===== src/rtl/spi_master_if.sv =====
// Command/response bundle between a bus requester and the SPI master.
// The requester drives commands; the SPI master answers with read data.
interface spi_master_if #(
   parameter int FRAME_WIDTH = 8
);
   logic                   cmd_valid;
   logic                   cmd_ready;
   logic [1:0]             cmd_op;
   logic [FRAME_WIDTH-1:0] cmd_data;
   logic                   rsp_valid;
   logic [FRAME_WIDTH-1:0] rsp_data;
   logic                   busy;

   modport master (
      output cmd_valid, cmd_op, cmd_data,
      input  cmd_ready, rsp_valid, rsp_data, busy
   );

   modport slave (
      input  cmd_valid, cmd_op, cmd_data,
      output cmd_ready, rsp_valid, rsp_data, busy
   );
endinterface


===== src/rtl/spi_master.sv =====
// SPI master: frames {ctrl, payload} MSB first on MOSI, one bit per clk.
// Read-data frames wait RD_WAIT cycles, then shift a byte in from MISO.
module spi_master #(
   parameter int FRAME_WIDTH = 8,
   parameter int CTRL_WIDTH  = 3,
   parameter int RD_WAIT     = 1,
   parameter int IDLE_GAP    = 1
) (
   input  logic         clk,
   input  logic         rst_n,
   spi_master_if.slave  bus,
   output logic         SS_n,
   output logic         MOSI,
   input  logic         MISO
);

   localparam int LEN    = CTRL_WIDTH + FRAME_WIDTH;
   localparam int SPAN_A = (LEN > FRAME_WIDTH + RD_WAIT) ?
                           LEN : FRAME_WIDTH + RD_WAIT;
   localparam int SPAN   = (SPAN_A > IDLE_GAP) ? SPAN_A : IDLE_GAP;
   localparam int CW     = $clog2(SPAN + 1);

   typedef enum logic [2:0] {
      IDLE, START, SHIFT, WAIT, CAPTURE, GAP
   } state_t;

   state_t                 state_q, state_d;
   logic [CW-1:0]          cnt_q, cnt_d;
   logic [LEN-1:0]         sh_q, sh_d;
   logic                   rd_q, rd_d;
   logic [FRAME_WIDTH-1:0] cap_q, cap_d;
   logic                   ss_q, ss_d;
   logic                   mosi_q, mosi_d;
   logic                   rdy_q, rdy_d;
   logic                   busy_q, busy_d;
   logic                   rv_q, rv_d;
   logic [FRAME_WIDTH-1:0] rdata_q, rdata_d;
   logic                   done;
   logic [CTRL_WIDTH-1:0]  ctrl;

   // 00->0..00, 01->0..01, 10->1..10, 11->1..11
   assign ctrl = {{(CTRL_WIDTH-1){bus.cmd_op[1]}}, bus.cmd_op[0]};

   always_comb begin
      state_d = state_q;
      cnt_d   = cnt_q;
      sh_d    = sh_q;
      rd_d    = rd_q;
      cap_d   = cap_q;
      ss_d    = ss_q;
      mosi_d  = mosi_q;
      rdata_d = rdata_q;
      rv_d    = 1'b0;
      done    = 1'b0;
      unique case (state_q)
         IDLE: begin
            if (bus.cmd_valid && rdy_q) begin
               state_d = START;
               sh_d    = {ctrl, bus.cmd_data};
               rd_d    = &bus.cmd_op;
               ss_d    = 1'b0;
               mosi_d  = 1'b0;
               cnt_d   = '0;
            end
         end
         START: begin
            state_d = SHIFT;
            mosi_d  = sh_q[LEN-1];
            sh_d    = sh_q << 1;
            cnt_d   = CW'(1);
         end
         SHIFT: begin
            if (cnt_q == CW'(LEN)) begin
               mosi_d = 1'b0;
               cnt_d  = '0;
               if (!rd_q)
                  done = 1'b1;
               else
                  state_d = (RD_WAIT > 0) ? WAIT : CAPTURE;
            end else begin
               mosi_d = sh_q[LEN-1];
               sh_d   = sh_q << 1;
               cnt_d  = cnt_q + CW'(1);
            end
         end
         WAIT: begin
            if (cnt_q == CW'(RD_WAIT - 1)) begin
               state_d = CAPTURE;
               cnt_d   = '0;
            end else begin
               cnt_d = cnt_q + CW'(1);
            end
         end
         CAPTURE: begin
            cap_d = {cap_q[FRAME_WIDTH-2:0], MISO};
            cnt_d = cnt_q + CW'(1);
            if (cnt_q == CW'(FRAME_WIDTH - 1)) begin
               rdata_d = {cap_q[FRAME_WIDTH-2:0], MISO};
               rv_d    = 1'b1;
               done    = 1'b1;
            end
         end
         GAP: begin
            if (cnt_q == CW'(IDLE_GAP - 2))
               state_d = IDLE;
            else
               cnt_d = cnt_q + CW'(1);
         end
         default: state_d = IDLE;
      endcase
      // The first idle cycle doubles as the last SS_n-high gap cycle.
      if (done) begin
         ss_d    = 1'b1;
         mosi_d  = 1'b0;
         cnt_d   = '0;
         state_d = (IDLE_GAP > 1) ? GAP : IDLE;
      end
      rdy_d  = (state_d == IDLE);
      busy_d = !rdy_d;
   end

   always_ff @(posedge clk or negedge rst_n) begin
      if (!rst_n) begin
         state_q <= IDLE;
         cnt_q   <= '0;
         sh_q    <= '0;
         rd_q    <= 1'b0;
         cap_q   <= '0;
         ss_q    <= 1'b1;
         mosi_q  <= 1'b0;
         rdy_q   <= 1'b1;
         busy_q  <= 1'b0;
         rv_q    <= 1'b0;
         rdata_q <= '0;
      end else begin
         state_q <= state_d;
         cnt_q   <= cnt_d;
         sh_q    <= sh_d;
         rd_q    <= rd_d;
         cap_q   <= cap_d;
         ss_q    <= ss_d;
         mosi_q  <= mosi_d;
         rdy_q   <= rdy_d;
         busy_q  <= busy_d;
         rv_q    <= rv_d;
         rdata_q <= rdata_d;
      end
   end

   assign SS_n          = ss_q;
   assign MOSI          = mosi_q;
   assign bus.cmd_ready = rdy_q;
   assign bus.busy      = busy_q;
   assign bus.rsp_valid = rv_q;
   assign bus.rsp_data  = rdata_q;

endmodule


===== src/flat_wrapper.sv =====
// flat-port wrapper written by rule: the top's interface ports become plain ports
module spi_master_flat 
#(
   parameter int FRAME_WIDTH = 8,
   parameter int CTRL_WIDTH  = 3,
   parameter int RD_WAIT     = 1,
   parameter int IDLE_GAP    = 1
)
  (clk, rst_n, SS_n, MOSI, MISO, bus_cmd_valid, bus_cmd_op, bus_cmd_data, bus_cmd_ready, bus_rsp_valid, bus_rsp_data, bus_busy);
  spi_master_if #(.FRAME_WIDTH(FRAME_WIDTH)) bus_i ();
  input  logic clk;
  input  logic rst_n;
  output logic SS_n;
  output logic MOSI;
  input  logic MISO;
  input wire logic [$bits(bus_i.cmd_valid)-1:0] bus_cmd_valid;
  input wire logic [$bits(bus_i.cmd_op)-1:0] bus_cmd_op;
  input wire logic [$bits(bus_i.cmd_data)-1:0] bus_cmd_data;
  output wire logic [$bits(bus_i.cmd_ready)-1:0] bus_cmd_ready;
  output wire logic [$bits(bus_i.rsp_valid)-1:0] bus_rsp_valid;
  output wire logic [$bits(bus_i.rsp_data)-1:0] bus_rsp_data;
  output wire logic [$bits(bus_i.busy)-1:0] bus_busy;
  assign bus_i.cmd_valid = bus_cmd_valid;
  assign bus_i.cmd_op = bus_cmd_op;
  assign bus_i.cmd_data = bus_cmd_data;
  assign bus_cmd_ready = bus_i.cmd_ready;
  assign bus_rsp_valid = bus_i.rsp_valid;
  assign bus_rsp_data = bus_i.rsp_data;
  assign bus_busy = bus_i.busy;
  spi_master #(.FRAME_WIDTH(FRAME_WIDTH), .CTRL_WIDTH(CTRL_WIDTH), .RD_WAIT(RD_WAIT), .IDLE_GAP(IDLE_GAP)) u_core (.clk(clk), .rst_n(rst_n), .bus(bus_i), .SS_n(SS_n), .MOSI(MOSI), .MISO(MISO));
endmodule

===== config.mk =====
export PLATFORM = sky130hd
export DESIGN_NAME = spi_master_flat
export DESIGN_NICKNAME = d
export VERILOG_FILES = /design/src/rtl/spi_master_if.sv /design/src/rtl/spi_master.sv /design/src/flat_wrapper.sv
export SDC_FILE = /design/constraint.sdc
export NUM_CORES = 1
export LEC_CHECK = 0
export ABC_CLOCK_PERIOD_IN_PS = 2450
export CAP_MARGIN = 40
export CORE_ASPECT_RATIO = 0.8
export CORE_UTILIZATION = 40
export CTS_CLUSTER_SIZE = 24
export DETAILED_ROUTE_END_ITERATION = 16
export GPL_TIMING_DRIVEN = 1
export SETUP_SLACK_MARGIN = 0.15
export SLEW_MARGIN = 20
export SYNTH_ARGS = -nofsm -noshare
export SYNTH_HDL_FRONTEND = slang
export SYNTH_SLANG_ARGS = --single-unit

===== constraint.sdc =====
create_clock -name clk -period 2.45 [get_ports clk]
set_input_delay 0.49 -clock clk [delete_from_list [all_inputs] [get_ports clk]]
set_output_delay 0.49 -clock clk [all_outputs]
set_load 0.02 [all_outputs]

==> impl_metrics.csv, run 1 <==
group,metric,value,unit
clock_network,clock-root-buffer,"clkbuf_8",
global_routing,grt_pass1_vias,1286,
clock_network,ctsHoldBuffers,0,
cells_and_area,drive_above_1_share,0.182,
setup_path,crit_type,"flop to flop",
clock_network,cts_inserted_buffers,5,
cells_and_area,nNetsFinal,218,
global_routing,met1_usage,0.228,
sta,worst_slew_pin_slew,0.525,ns
routing,drt_wl_total,3540,um
clock_network,clock_path_buffers,2,
sta,rsz0062_at_grt,"false",
global_routing,grt_util_all_layers,0.164,
routing,vias,1337,
cells_and_area,fillers,418,
routing,drc_errors,0,
yosys,synth_compound_area_frac,0.0986,
floorplanning,die_w,78.6,um
floorplanning,num_rows,21,
floorplanning,dieArea,4970,um^2
floorplanning,ios,27,
sta,fin_crit_sh,0.802,
yosys,synth_fa_ha_area_frac,0.0133,
sta,setup_violations,0,
power_and_ir_drop,power.total,2670,uW
yosys,avgSynthCellArea,10.9,um^2
routing,viasPerCell,5.14,
floorplanning,core,4340,um^2
setup_path,r2r_slack,0.49,ns
cells_and_area,fin_cells,260,
yosys,synth_mux_area_frac,0.143,
floorplanning,initial_core_util,0.433,
power_and_ir_drop,leakagePower,0.00102,uW
power_and_ir_drop,intPower,1660,uW
yosys,synth-seq-area-share,0.521,
clock_network,cts_max_level,2,
worst_hold_path,hp-class,"input port to asynchronous set/reset pin",
clock_network,tritoncts,"yes",
power_and_ir_drop,p_sw,1020,uW
setup_path,r2r-start,"u_core.cnt_q[0]",
cells_and_area,antenna_cells,0,
setup_path,critPathMaxFanout,11,
clock_network,cts.sinks,39,
sta,skew,0.00703,ns
global_routing,busiest_layer,"met2",
setup_path,cp.arrival,2.19,ns
power_and_ir_drop,p_seq_frac,0.384,
power_and_ir_drop,pwr-share-clk,0.206,
global_routing,grt_max_degree,28,
yosys,syn_area,1880,um^2
clock_network,clk_pin_slew,0.08,ns
setup_path,cp.required,2.67,ns
sta,tns,0,ns
routing,drtIter0Drc,75,
global_routing,grt_pass1_wl,6200,um
sta,whs,0.0801,ns
setup_path,r2r-end,"u_core.cnt_q[1]",
clock_network,post_cts_buffers,0,
yosys,synth_nets,189,
sta,slew_headroom,0.650,
yosys,synth_seq_cells,39,
cells_and_area,final_util,0.533,
global_routing,overflow,0,
yosys,synthCells,173,
yosys,synthSimpleGateAreaFrac,0.182,
power_and_ir_drop,ir_drop,0.000542,V
placed_design,dp_hpwl,2480,um
yosys,ys_types,36,
flow_run,cap_violations,0,
global_routing,antenna_found_initial,0,
clock_network,clk_latency,0.30,ns
clock_network,post_cts_resized,0,
global_routing,use_met3,0.0478,
routing,wire_per_inst,13.6,um
placed_design,gp_congestion,0.786,
global_routing,use_met2,0.228,
sta,fin_crit,1.96,ns
sta,slew_viol_final,0,
sta,final_hold_viol_count,0,
placed_design,place.port_buffers,26,
setup_path,start_kind,"flop",
floorplanning,die_y,63.3,um
power_and_ir_drop,comb_power_share,0.410,
setup_path,end_kind,"flop",
power_and_ir_drop,power.density,1160,nW/um^2
power_and_ir_drop,swShare,0.380,
yosys,synth_xor_area_frac,0,
routing,drtPass1Iterations,4,
sta,fmaxAchievable,509,MHz
placed_design,dp.cells,252,
yosys,synth_top_family_by_area,"simple AND/OR/NAND/NOR gates",
status,status,"completed",
routing,final_antenna_net_count,0,
setup_path,reg2reg_depth,5,
yosys,ys.warnings.count,0,
cells_and_area,syn_to_final_growth,23.0,%
==> state kept, by name, summed over array words and instances (netlist names) <==
| signal | count |
|---|---|
| u_core.bus.busy | 1 |
| u_core.bus.rsp_valid | 1 |
| u_core.bus.cmd_ready | 1 |
| u_core.bus.rsp_data | 8 |
| u_core.SS_n | 1 |
| u_core.state_q | 3 |
| u_core.MOSI | 1 |
| u_core.rd_q | 1 |
| u_core.cnt_q | 4 |
| u_core.sh_q | 11 |
| u_core.cap_q | 7 |
==> layout make-up <==
class                           count  area, um^2  share of cell area
Multi-Input combinational cell    120         821               0.355
Clock inverter                      3        46.3              0.0200
Timing Repair Buffer               31         305               0.132
Sequential cell                    39         978               0.424
Clock buffer                        5        68.8              0.0298
Tap cell                           57        71.3              0.0309
Inverter                            5        18.8             0.00813
==> worst max-delay path, stage by stage (launching register included) <==
cell and delay [ns]:
dfrtp_1 0.44, ha_1 0.33, and4b_1 0.42, nor3b_2 0.36, nand3_1 0.18, o21ai_1 0.16
==> Yosys cell counts <==
master     n  area (um^2)
dfrtp_1   37          926
nand2_1   16         60.1
mux2_2    15          169
nor2_1    15         56.3
a21oi_1   14         70.1
mux2i_1   10          100
nand2b_1   6         37.5
nand3_1    6         30.0
inv_1      5         18.8
o21ai_0    5         25.0
buf_4      4         30.0
nand3b_1   4         30.0
buf_2      3         15.0
nand4_1    3         18.8
nor2b_1    3         18.8
a211oi_1   2         15.0
dfstp_2    2         52.6
ha_1       2         25.0
nand2_2    2         12.5
nor3_1     2         10.0
or3_1      2         12.5
a21boi_0   1         7.51
a22oi_1    1         7.51
a32oi_1    1         8.76
a41o_1     1         10.0
and4b_1    1         10.0
buf_6      1         11.3
clkbuf_1   1         3.75
nor3b_1    1         7.51
nor3b_2    1         12.5
nor3b_4    1         18.8
nor4_1     1         6.26
o211ai_1   1         7.51
o21ai_1    1         5.00
o311ai_2   1         16.3
o31ai_2    1         12.5
==> layout by cell type, fill, tap and decap left out, types with 2 or more instances in the layout <==
cell             synthesis  final
a211oi_1                 2      2
nand3b_1                 4      4
nand2_1                 16     16
nand2_2                  2      2
or3_1                    2      2
ha_1                     2      2
inv_1                    5      5
nand4_1                  3      3
buf_4                    4      4
nor2b_1                  3      3
dfrtp_1                 37     37
dfstp_2                  2      2
clkbuf_8                 0      5
mux2_2                  15     15
nand3_1                  6      6
nor2_1                  15     15
a21oi_1                 14     14
nor3_1                   2      2
nand2b_1                 6      6
o21ai_0                  5      5
clkdlybuf4s50_1          0     25
mux2i_1                 10     10
==> worst max-delay path by stage <==
stage                               start               to
final                     u_core.cnt_q[0]  u_core.cnt_q[1]
after floorplan           u_core.cnt_q[0]  u_core.cnt_q[2]
after detailed placement    bus_cmd_valid   u_core.sh_q[9]
after global routing      u_core.cnt_q[0]  u_core.cnt_q[1]
after global placement      bus_cmd_valid  u_core.sh_q[10]
after CTS                 u_core.cnt_q[0]  u_core.cnt_q[1]
==> metal layers <==
layer	share of wire	up-vias
met4	0.019	0
li1	-	666
met2	0.43	18
met5	0	-
met1	0.50	646
met3	0.044	7
==> power by group through the flow <==
stage | combinational [uW] | clock, uW | sequential (uW)
finish | 1100 | 551 | 1030
global route | 1240 | 598 | 1060
CTS | 1110 | 568 | 1020
detailed placement | 1110 | 0 | 1030
global placement | 1070 | 0 | 1030
floorplan | 882 | 0 | 999
==> logic make-up (layout without fill, tap and decap cells) <==
group | Yosys count | after routing
AOI/OAI and AO/OA | 29 | 29
adders and majority gates | 2 | 2
buffers and inverters | 14 | 44
DFF | 39 | 39
muxes | 25 | 25
and+or+nand+nor | 64 | 64
==> through the flow <==
step | worst slack (ns) | instance area, um^2
2_1_floorplan | 0.776 | 1880
3_3_place_gp | 0.500 | 2170
3_5_place_dp | 0.456 | 2190
4_1_cts | 0.472 | 2310
5_1_grt | 0.264 | 2310
6_report | 0.486 | 2310
Power figures use the tool's default switching activity.
==> run 2: changes to the inputs <==
- ABC_CLOCK_PERIOD_IN_PS: 2450 -> 1800
- clock period: 2.45 -> 1.8 ns (I/O delays scaled with it)
==> run 2 against run 1 <==
Against the previous run:
- die area is the same
- register-to-register slack worse by 0.32 ns
- sequential share of layout area is 3.4 points lower
- worst setup slack got worse by 0.32 ns
- non-clock buffer count grew 17
- clock power up 14%
- total power rose by 44%
- design area up 9.0%
- combinational power increased by 70%
- critical endpoint is now u_core.cnt_q[2]
==> impl_metrics.csv, run 2 (synthesis gave the netlist of run 1 again) <==
group,metric,value,unit
status,status,"completed",
worst_hold_path,hold_start,"u_core.SS_n",
setup_path,r2r-end,"u_core.cnt_q[2]",
sta,slew_viol_final,0,
floorplanning,ios,27,
placed_design,dpl-instance-area,2280,um^2
cells_and_area,design_area,2520,um^2
placed_design,dp_hpwl,2740,um
power_and_ir_drop,leakagePower,0.00123,uW
cells_and_area,fillers,376,
floorplanning,initial_core_util,0.433,
sta,fin_crit,1.64,ns
setup_path,cp-endpoint,"u_core.cnt_q[2]",
sta,final_hold_viol_count,0,
cells_and_area,final_util,0.581,
placed_design,gp_congestion,0.845,
cells_and_area,largest_reg_flops,11,
cells_and_area,final_cell_mix,"dfrtp_1 (34), clkdlybuf4s50_1 (17), buf_4 (17)",
clock_network,cts.sinks,39,
floorplanning,die_w,78.6,um
sta,rsz0062_at_grt,"true",
setup_path,crit_type,"flop to flop",
setup_path,end_kind,"flop",
clock_network,cts_inserted_buffers,5,
clock_network,cts_max_level,2,
global_routing,grt_pass1_wl,6740,um
setup_path,cp.arrival,1.84,ns
cells_and_area,antenna_cells,0,
routing,drt_wl_total,3930,um
clock_network,clk_latency,0.29,ns
sta,fin_crit_sh,0.910,
cells_and_area,nNetsFinal,235,
global_routing,antenna_found_initial,0,
sta,worst_slew_pin_slew,0.392,ns
global_routing,grt_util_all_layers,0.177,
routing,drtIter0Drc,121,
setup_path,cp.required,2.00,ns
routing,drtPass1Iterations,4,
clock_network,tritoncts,"yes",
floorplanning,num_rows,21,
setup_path,reg2reg_depth,7,
setup_path,critPathMaxFanout,4,
clock_network,clk_pin_slew,0.08,ns
sta,slew_headroom,0.739,
floorplanning,die_y,63.3,um
cells_and_area,syn_to_final_growth,34.1,%
floorplanning,dieArea,4970,um^2
routing,drc_errors,0,
global_routing,grt_pass1_vias,1445,
power_and_ir_drop,ir_drop,0.000667,V
placed_design,place.port_buffers,26,
setup_path,r2r-start,"u_core.cnt_q[1]",
setup_path,critical_path.startpoint,"u_core.cnt_q[1]",
sta,setup_slack,0.162,ns
power_and_ir_drop,power.density,1520,nW/um^2
cells_and_area,drive_above_1_share,0.300,
placed_design,pre_cts_ws,-0.0152,ns
setup_path,start_kind,"flop",
flow_run,cap_violations,0,
cells_and_area,largest-register,"u_core.sh_q",
routing,final_antenna_net_count,0,
global_routing,grt_max_degree,24,
routing,viasPerCell,5.17,
clock_network,clock_path_buffers,2,
sta,skew,0.00368,ns
worst_hold_path,hp-class,"flop to flop",
sta,setup_violations,0,
cells_and_area,final_common_cell,"dfrtp_1",
worst_hold_path,min_path_cells,2,
global_routing,overflow,0,
floorplanning,core,4340,um^2
sta,fmaxAchievable,611,MHz
routing,vias,1433,
cells_and_area,regArea,982,um^2
routing,wire_per_inst,14.2,um
power_and_ir_drop,power.total,3840,uW
setup_path,r2r_slack,0.16,ns
clock_network,clock-root-buffer,"clkbuf_8",
cells_and_area,multiInputGateArea,888,um^2
-- run 2: stage by stage --
stage | cells | setup TNS, ns | hold slack, ns
final | 277 | 0 | 0.465
after global routing | 277 | 0 | 0.492
after CTS | 274 | 0 | 0.469
after detailed placement | 261 | -0.0181 | 0.306
after global placement | 261 | 0 | 0.294
after floorplan | 173 | 0 | 0.0644
-- run 2: worst min path at each step --
stage / endpoint / slack (ns)
after detailed placement: u_core.bus.rsp_data[0] / 0.31
after global placement: u_core.bus.rsp_data[0] / 0.29
after CTS: u_core.SS_n / 0.47
after floorplan: u_core.MOSI / 0.06
after global routing: u_core.SS_n / 0.49
final: u_core.SS_n / 0.46
-- run 2: worst max-delay path, stage by stage (launching register included) --
cell      delay, ns
dfrtp_1        0.42
inv_1          0.06
ha_2           0.17
nor3b_4        0.15
or3_4          0.35
o311ai_4       0.12
nand2_2        0.10
o31ai_2        0.17
-- run 2: layout make-up --
class | instances | area share
clock inverters | 2 | 0.00646
multi-input cells | 120 | 0.353
flip-flops and latches | 39 | 0.390
repair buffers | 48 | 0.182
well taps | 57 | 0.0283
clock buffers | 6 | 0.0328
inverters | 5 | 0.00745
-- run 2: routing by layer --
| metal | global-route usage | share of wire | routed length (um) | up-vias |
|---|---|---|---|---|
| met5 | 0 | 0 | 0 | - |
| met4 | 0.0718 | 0.018 | 71 | 0 |
| met3 | 0.0420 | 0.045 | 178 | 7 |
| met2 | 0.266 | 0.47 | 1830 | 29 |
| met1 | 0.245 | 0.47 | 1850 | 702 |
| li1 | - | - | - | 695 |
-- run 2: what timing repair did --
item / in CTS / in global routing
setup buffers: 4 / 2
hold endpoints to repair: 16 / 0
gates resized for setup: 9 / 19
endpoints found under the setup margin: 30 / 34
cloned: 0 / 1
hold buffers: 1 / 0
pin swaps: 6 / 9
-- run 2: where the power goes --
| group | internal [uW] | switching, uW | total, uW |
|---|---|---|---|
| clock | 313 | 314 | 626 |
| sequential | 1160 | 182 | 1340 |
| combinational | 888 | 981 | 1870 |
| total | 2360 | 1480 | 3840 |
==> run 3: changes to the inputs <==
==> constraint.sdc (replaced) <==
create_clock -name clk -period 1.8 [get_ports clk]
set_input_delay 0.45 -clock clk [delete_from_list [all_inputs] [get_ports clk]]
set_output_delay 0.45 -clock clk [all_outputs]
set_load 0.02 [all_outputs]
==> run 3 against run 2 <==
Against the previous run:
- critical path depth stayed put
- register-to-register slack worse by 0.05 ns
- non-clock buffer count stayed put
- via count is 1.3% higher
- combinational power is 2% higher
- first-iteration DRC count is 53% lower
- sequential power hardly changed
==> impl_metrics.csv, run 3 (synthesis gave the netlist of run 1 again) <==
group,metric,value,unit
status,status,"completed",
worst_hold_path,hp-class,"input port to asynchronous set/reset pin",
clock_network,cts_inserted_buffers,5,
cells_and_area,final_util,0.571,
floorplanning,num_rows,21,
clock_network,clock_path_buffers,2,
sta,slew_viol_final,0,
sta,fin_crit,1.69,ns
clock_network,ctsHoldBuffers,0,
sta,fin_crit_sh,0.938,
routing,viasPerCell,5.24,
cells_and_area,nNetsFinal,235,
clock_network,clk_latency,0.29,ns
placed_design,dp_hpwl,2700,um
routing,wire_per_inst,14.1,um
cells_and_area,final_cell_mix,"dfrtp_1 (33), nand2_1 (16), buf_4 (16)",
setup_path,start_kind,"flop",
placed_design,dp.cells,262,
cells_and_area,final_common_cell,"dfrtp_1",
cells_and_area,drive_above_1_share,0.309,
floorplanning,initial_core_util,0.433,
flow_run,cap_violations,0,
setup_path,end_kind,"flop",
clock_network,cts.sinks,39,
sta,setup_violations,0,
sta,rsz0062_at_grt,"true",
setup_path,cp_cell_sequence,"ha_4 > buf_6 > a41o_1 > nand2_1 > nand2_2 > or3_1 > o211ai_1",
routing,vias,1451,
placed_design,gp_congestion,0.797,
cells_and_area,antenna_cells,0,
routing,drt_wl_total,3910,um
setup_path,critPathMaxFanout,7,
global_routing,overflow,0,
routing,final_antenna_net_count,0,
power_and_ir_drop,power.density,1550,nW/um^2
clock_network,clk_pin_slew,0.08,ns
setup_path,r2r_slack,0.11,ns
setup_path,cp_slowest_stage_delay,0.42,ns
global_routing,grt_util_all_layers,0.172,
global_routing,grt_pass1_wl,6570,um
floorplanning,dieArea,4970,um^2
setup_path,cp.arrival,1.88,ns
floorplanning,die_w,78.6,um
setup_path,cp.required,2.00,ns
setup_path,r2r-start,"u_core.cnt_q[1]",
sta,worst_slew_pin_slew,0.393,ns
cells_and_area,fin_cells,277,
global_routing,antenna_found_initial,0,
clock_network,cts_max_level,2,
cells_and_area,largest-register,"u_core.sh_q",
sta,whs,0.0743,ns
floorplanning,die_y,63.3,um
cells_and_area,syn_to_final_growth,31.9,%
setup_path,r2r-end,"u_core.cnt_q[3]",
setup_path,reg2reg_depth,7,
floorplanning,ios,27,
routing,drtIter0Drc,57,
global_routing,grt_max_degree,24,
global_routing,grt_pass1_vias,1399,
power_and_ir_drop,ir_drop,0.000696,V
sta,fmaxAchievable,592,MHz
sta,final_hold_viol_count,0,
power_and_ir_drop,leakagePower,0.00116,uW
sta,skew,0.00850,ns
setup_path,crit_type,"flop to flop",
setup_path,crit_slowest_cell,"dfrtp_1",
placed_design,place.port_buffers,26,
cells_and_area,largest_reg_flops,11,
floorplanning,core,4340,um^2
sta,slew_headroom,0.738,
clock_network,clock-root-buffer,"clkbuf_8",
routing,drtPass1Iterations,7,
routing,drc_errors,0,
clock_network,tritoncts,"yes",
-- run 3: cell count changes in the layout (fill, tap and decap cells not counted), moves of 3 or more --
| cell | before | now |
|---|---|---|
| clkdlybuf4s50_1 | 17 | 12 |
| dlygate4sd2_1 | 2 | 12 |
| dlymetal6s2s_1 | 6 | 0 |
| buf_6 | 1 | 4 |
-- run 3: power breakdown --
part / switching (uW) / internal, uW
registers: 191 / 1170
clock network: 296 / 273
logic: 995 / 913
-- run 3: critical path, delay by kind of cell, from the launching register on --
kind            cells  cell delay [ns]
flops               1             0.42
compound gates      2             0.36
buf+inv             1             0.12
simple gates        3             0.50
fa+ha+maj           1             0.21
-- run 3: worst max path at each step --
| stage | startpoint | to |
|---|---|---|
| 2_1_floorplan | u_core.cnt_q[0] | u_core.cnt_q[2] |
| 5_1_grt | u_core.cnt_q[1] | u_core.cnt_q[3] |
| 3_3_place_gp | bus_cmd_valid | u_core.sh_q[6] |
| 4_1_cts | u_core.cnt_q[1] | u_core.cnt_q[3] |
| 3_5_place_dp | bus_cmd_valid | u_core.sh_q[9] |
| 6_report | u_core.cnt_q[1] | u_core.cnt_q[3] |
-- run 3: per-layer routing --
layer  up-vias  GRT usage  part of all wire
li1        698          -                 -
met4         0     0.0625            0.0095
met3         5     0.0420             0.049
met1       708      0.229              0.46
met5         -          0                 0
met2        40      0.272              0.48
-- run 3: through the flow --
step                TNS [ns]  cell area, um^2  worst slack [ns]  power, uW
floorplan                  0             1890             0.154       2590
global placement      -0.652             2280           -0.0676       3020
detailed placement     -1.27             2280            -0.123       3080
CTS                        0             2420             0.104       3720
global route               0             2480            0.0428       4150
finish                     0             2480             0.111       3830
-- run 3: cell type report --
cell class / count / area (um^2)
timing repair buffer: 48 / 428
clock inverter: 2 / 13.8
sequential: 39 / 983
clock buffer: 6 / 72.6
tap: 57 / 71.3
multi-input combinational: 120 / 890
inverter: 5 / 18.8
fill: 385 / 1860
-- run 3: what timing repair did --
action                                  CTS  global route
endpoints found under the setup margin   41            26
cloned                                    0             1
pin swaps                                 7             2
resized for setup                        20            17
setup buffers                             5             1
